<file path="src/rtl/cgra_tcdm_arbiter.sv">
// Round-robin arbiter sharing one TCDM port among N_REQ CGRA columns, with a response-order FIFO.
// Optional stall counter output enabled by macro CGRA_TCDM_ARB_PERF_CNT_EN.
module cgra_tcdm_arbiter #(
  parameter int unsigned N_REQ           = 4,
  parameter int unsigned ADDR_WIDTH      = 32,
  parameter int unsigned DATA_WIDTH      = 32,
  parameter int unsigned MAX_OUTSTANDING = 4
) (
  input  logic                             clk_i,
  input  logic                             rst_i,
  input  logic [N_REQ-1:0]                 req_i,
  input  logic [N_REQ*ADDR_WIDTH-1:0]      add_i,
  input  logic [N_REQ-1:0]                 wen_i,
  input  logic [N_REQ*DATA_WIDTH/8-1:0]    be_i,
  input  logic [N_REQ*DATA_WIDTH-1:0]      wdata_i,
  output logic [N_REQ-1:0]                 gnt_o,
  output logic [DATA_WIDTH-1:0]            rdata_o,
  output logic [N_REQ-1:0]                 rvalid_o,
  output logic                             bus_req_o,
  output logic [ADDR_WIDTH-1:0]            bus_add_o,
  output logic                             bus_wen_o,
  output logic [DATA_WIDTH/8-1:0]          bus_be_o,
  output logic [DATA_WIDTH-1:0]            bus_wdata_o,
  input  logic                             bus_gnt_i,
  input  logic                             bus_rvalid_i,
  input  logic [DATA_WIDTH-1:0]            bus_rdata_i,
  output logic                             err_o
`ifdef CGRA_TCDM_ARB_PERF_CNT_EN
  ,
  output logic [31:0]                      stall_cnt_o
`endif
);

  localparam int unsigned BE_W  = DATA_WIDTH / 8;
  localparam int unsigned IDX_W = $clog2(N_REQ);
  localparam int unsigned FP_W  = (MAX_OUTSTANDING > 1) ? $clog2(MAX_OUTSTANDING) : 1;
  localparam int unsigned CNT_W = $clog2(MAX_OUTSTANDING) + 1;

  logic [IDX_W-1:0] ptr_q, ptr_d;
  logic             lock_q, lock_d;
  logic [IDX_W-1:0] lock_idx_q, lock_idx_d;
  logic [FP_W-1:0]  wr_q, wr_d, rd_q, rd_d;
  logic [CNT_W-1:0] cnt_q, cnt_d;
  logic             err_q, err_d;
  logic [IDX_W-1:0] mem_q [MAX_OUTSTANDING];

  logic [IDX_W-1:0] rr_idx, winner, head;
  logic             fifo_full, hs, pop;

  function automatic logic [FP_W-1:0] fp_inc(input logic [FP_W-1:0] p);
    return (p == FP_W'(MAX_OUTSTANDING - 1)) ? '0 : p + 1'b1;
  endfunction

  // Round-robin search: ptr_q has highest priority, then upward with wrap.
  always_comb begin
    logic found;
    int   k;
    found  = 1'b0;
    rr_idx = '0;
    k      = 0;
    for (int i = 0; i < int'(N_REQ); i++) begin
      k = int'(ptr_q) + i;
      if (k >= int'(N_REQ)) k = k - int'(N_REQ);
      if (!found && req_i[IDX_W'(k)]) begin
        found  = 1'b1;
        rr_idx = IDX_W'(k);
      end
    end
  end

  assign winner    = lock_q ? lock_idx_q : rr_idx;
  assign fifo_full = (cnt_q == CNT_W'(MAX_OUTSTANDING));
  assign bus_req_o = !rst_i && (|req_i) && !fifo_full;
  assign hs        = bus_req_o && bus_gnt_i;
  assign gnt_o     = hs ? (N_REQ'(1) << winner) : '0;

  assign bus_add_o   = add_i[winner*ADDR_WIDTH +: ADDR_WIDTH];
  assign bus_wen_o   = wen_i[winner];
  assign bus_be_o    = be_i[winner*BE_W +: BE_W];
  assign bus_wdata_o = wdata_i[winner*DATA_WIDTH +: DATA_WIDTH];

  assign head     = mem_q[rd_q];
  assign pop      = !rst_i && bus_rvalid_i && (cnt_q != '0);
  assign rvalid_o = pop ? (N_REQ'(1) << head) : '0;
  assign rdata_o  = pop ? bus_rdata_i : '0;
  assign err_o    = err_q;

  always_comb begin
    ptr_d      = ptr_q;
    lock_d     = lock_q;
    lock_idx_d = lock_idx_q;
    wr_d       = wr_q;
    rd_d       = rd_q;
    cnt_d      = cnt_q;
    err_d      = err_q;
    if (hs) begin
      ptr_d  = (winner == IDX_W'(N_REQ - 1)) ? '0 : winner + 1'b1;
      lock_d = 1'b0;
      wr_d   = fp_inc(wr_q);
    end else if (bus_req_o) begin
      // Stalled request keeps its column until the bus accepts it.
      lock_d     = 1'b1;
      lock_idx_d = winner;
    end
    if (pop) rd_d = fp_inc(rd_q);
    case ({hs, pop})
      2'b10:   cnt_d = cnt_q + 1'b1;
      2'b01:   cnt_d = cnt_q - 1'b1;
      default: cnt_d = cnt_q;
    endcase
    if (bus_rvalid_i && (cnt_q == '0)) err_d = 1'b1;
  end

  always_ff @(posedge clk_i) begin
    if (rst_i) begin
      ptr_q      <= '0;
      lock_q     <= 1'b0;
      lock_idx_q <= '0;
      wr_q       <= '0;
      rd_q       <= '0;
      cnt_q      <= '0;
      err_q      <= 1'b0;
    end else begin
      ptr_q      <= ptr_d;
      lock_q     <= lock_d;
      lock_idx_q <= lock_idx_d;
      wr_q       <= wr_d;
      rd_q       <= rd_d;
      cnt_q      <= cnt_d;
      err_q      <= err_d;
    end
  end

  always_ff @(posedge clk_i) begin
    if (hs) mem_q[wr_q] <= winner;
  end

`ifdef CGRA_TCDM_ARB_PERF_CNT_EN
  logic [31:0] stall_q, stall_d;

  always_comb begin
    stall_d = stall_q;
    if ((|req_i) && (gnt_o == '0) && (stall_q != 32'hFFFF_FFFF)) stall_d = stall_q + 32'd1;
  end

  always_ff @(posedge clk_i) begin
    if (rst_i) stall_q <= '0;
    else       stall_q <= stall_d;
  end

  assign stall_cnt_o = stall_q;
`endif

endmodule

</file>
<file path="config.mk">
export PLATFORM = sky130hd
export DESIGN_NAME = cgra_tcdm_arbiter
export DESIGN_NICKNAME = d
export VERILOG_FILES = /design/src/rtl/cgra_tcdm_arbiter.sv
export SDC_FILE = /design/constraint.sdc
export NUM_CORES = 1
export LEC_CHECK = 0
export BUFFER_PORTS_ARGS = -buffer_cell sky130_fd_sc_hd__buf_2
export CELL_PAD_IN_SITES_DETAIL_PLACEMENT = 1
export CELL_PAD_IN_SITES_GLOBAL_PLACEMENT = 2
export CORE_AREA = 2 2 166 168
export CTS_CLUSTER_DIAMETER = 30
export DETAILED_ROUTE_END_ITERATION = 12
export DIE_AREA = 0 0 168 170
export HOLD_SLACK_MARGIN = 0.05
export PLACE_DENSITY_LB_ADDON = 0.1
export SLEW_MARGIN = 10
export SYNTH_ARGS = -nofsm -noshare
export SYNTH_HDL_FRONTEND = slang
export SYNTH_SLANG_ARGS = --single-unit
</file>
<file path="constraint.sdc">
create_clock -name clk_i -period 4.7 [get_ports clk_i]
set_clock_uncertainty 0.1 [all_clocks]
set_input_delay 0.47 -clock clk_i [delete_from_list [all_inputs] [get_ports clk_i]]
set_output_delay 0.47 -clock clk_i [all_outputs]
set_load 0.05 [all_outputs]
</file>
==> run summary <==
Worst R2R Setup Slack = 1.97 ns
Area growth syn-to-layout = 65.9%
CTS tree = yes
CP required = 4.13 ns
clock slew seen by the registers of the worst setup and hold paths = 0.06 ns
post-CTS setup buffers = 0
crit-path cells = nor3b_1 -> o31a_2 -> nor2_4 -> buf_12 -> buf_4 -> a211oi_1 -> a31oi_1 -> buf_2
synthesized area = 3770 um2
Clock Path Buffers = 2
Startpoint Class = flop
post-synthesis sequential area ratio = 14.3%
period utilization = 73.5%
P_leak = 2.90 nW
area of the core = 26700 um2
Die X-Extent = 168 um
post-synthesis cell count = 555
die area = 28600 um2
Yosys cell types = 38
Seq cells post-synth = 23
max-cap viol count = 0
Layout fillers = 3458
cts bufs inserted = 3
worst r2r src = cnt_q[1]
synth top area cells = a211oi_1 (14%), o21a_1 (14%), a31oi_1 (11%)
worst path bufs/invs = 3
minimum hold slack = 0.358 ns
RSZ-0062 raised after global routing = false
clk root buf = clkbuf_16
final setup violation count = 0
slowest stage cell, crit path = o31a_2
CP delay by family, top = compound AO/OA/AOI/OAI gates
DRC = 0
GP Congestion = 0.762
Initial Utilization = 14.2%
Tmin final = 3.45 ns
min-delay src = bus_rvalid_i
drt first pass iters = 4
post-synth top area cell = a211oi_1
antenna-violating nets left = 0
Pins Over Slew Limit = 0
Die H = 170 um
Std-Cell Rows = 60
post-CTS sizing = 0
H-tree Lvls = 1
Max VDD drop = 0.165 mV
DR iter-0 viols = 240
via count = 5705
Worst-Margin Slew = 0.747 ns
Ys Warns = 0
Crit Reg-Reg Endpoint = cnt_q[2]
Final Hold Fails = 0
Worst Hold End = err_o
Crit. End Element = output pin
largest net degree at the start of global routing = 127
CP max FO = 55
Max Fclk = 0.290 GHz
Setup CP Type = flop to output pin
Routed WL per cell = 18.8 um
Synth top area share = 14.1%
number of vias per cell = 4.45
antenna violations before repair = 12
Buffers on Ports = 426
number of global-route vias before repair = 5919
syn_nets = 879
Worst Hold Depth = 3
slew margin rel. = 50.2%
Power Density = 295 nW/um2
syn avg cell area = 6.80 um2
share of layout cells above drive strength 1 = 48.4%
final wirelength = 24100 um
Worst Reg-to-Reg Cells = 10
Skew-Pair Late Insertion Delay = 0.25 ns
GRT Total Usage = 15.8%
max incr delay on CP = 0.59 ns
status = finished, final reports clean
first-pass GRT wire length = 35400 um
Worst Path Arrival = 2.88 ns
Hold Buf Count CTS = 0
HP Class = primary input to flop
Final HPWL DP = 19000 um
Top-Level Pins = 427
Sink Count = 23
GR Overflow Total = 0
final setup TNS = 0 ns
fin nets = 1257
==> through the flow <==
stage	cells	total power, W	util [%]	setup WS [ns]	instance area [um2]
finish	1281	0.00185	23.5	1.25	6260
CTS	1273	0.00188	23.4	1.19	6240
global placement	1269	0.00169	23.1	1.31	6160
detailed placement	1269	0.00169	23.1	1.27	6160
floorplan	555	0.00127	-	0.690	3770
global route	1279	0.00198	23.5	1.03	6250
==> metal layers <==
metal | vias to the layer above | routed length, um | GRT usage [%] | share of wire [%]
li1 | 2853 | - | - | -
met1 | 2564 | 9270 | 17.4 | 38
met2 | 266 | 12200 | 29.9 | 51
met3 | 16 | 2350 | 5.47 | 9.7
met4 | 6 | 265 | 2.57 | 1.1
met5 | - | 38 | 0 | 0.16
==> state kept, by name, summed over array words and instances (netlist names), named ones only <==
name and flops:
rd_q 2, err_o 1, lock_q 1, lock_idx_q 2, mem_q 8, wr_q 2
cnt_q 3, ptr_q 2
==> report_power, final <==
| group | internal, W | switching [W] | total (W) | leakage, nW |
|---|---|---|---|---|
| logic | 0.000410 | 0.00102 | 0.00143 | 2.66 |
| clock network | 0.000116 | 0.0000689 | 0.000185 | 0.0382 |
| registers | 0.000221 | 0.0000113 | 0.000232 | 0.196 |
| total | 0.000747 | 0.00110 | 0.00185 | 2.90 |
==> layout make-up <==
cell class / count / area (um2) / area share (%)
timing repair buffer: 439 / 2290 / 36.6
tap: 341 / 427 / 6.82
inverter: 7 / 26.3 / 0.420
clock buffer: 4 / 78.8 / 1.26
antenna: 8 / 20.0 / 0.320
sequential: 23 / 541 / 8.64
multi-input combinational: 459 / 2870 / 45.9
==> Yosys cell counts, drive strengths merged <==
cell type / n
nand2: 77
a211oi: 71
o21ai: 71
a31oi: 69
o21a: 69
clkbuf: 35
and2: 33
buf: 31
nor2: 17
dfxtp: 15
a21oi: 8
edfxtp: 8
ha: 7
inv: 7
and3: 6
nor3: 6
mux2i: 4
nor4: 3
mux4: 2
nand2b: 2
nor2b: 2
or3: 2
xor2: 2
a221oi: 1
a311oi: 1
fa: 1
nor3b: 1
o22ai: 1
o31a: 1
or3b: 1
or4bb: 1
==> cells in the final DEF, fill, tap and decap left out, types with 5 or more instances in the layout <==
master    synthesis  final
a211oi_1         71     71
a21oi_1           8      8
a31oi_1          69     69
and2_1           33     33
and3_1            6      6
buf_12            0      5
buf_2            17    426
buf_4             3      8
dfxtp_1          15     15
diode_2           0      8
edfxtp_1          8      8
ha_1              7      7
inv_1             6      6
nand2_1          77     77
nor2_1           16     15
nor3_1            5      5
o21a_1           69     69
o21ai_0          71     71
==> worst max-delay path by stage <==
stage / startpoint / slack, ns / depth (start not counted) / endpoint
2_1_floorplan: rst_i / 0.69 / 6 / gnt_o[2]
3_3_place_gp: req_i[0] / 1.31 / 9 / bus_wen_o
3_5_place_dp: req_i[0] / 1.27 / 9 / bus_wen_o
4_1_cts: ptr_q[1] / 1.19 / 8 / bus_wen_o
5_1_grt: ptr_q[1] / 1.03 / 8 / bus_wen_o
6_report: ptr_q[1] / 1.25 / 8 / bus_wen_o
==> worst min-delay path: stages <==
cell     delay, ns
buf_2         0.09
a21oi_1       0.05
nor2_1        0.07
==> cells by family after synthesis <==
logic type | share of synthesized area (%)
adder cells (fa/ha/maj) | 2.85
flip-flops | 14.3
XOR/XNOR | 0.464
AND/OR/NAND/NOR | 19.2
AO/OA/AOI/OAI | 51.0
buffers and inverters | 9.95
multiplexers | 2.26
Note: power is estimated with default switching activity, not from simulation.
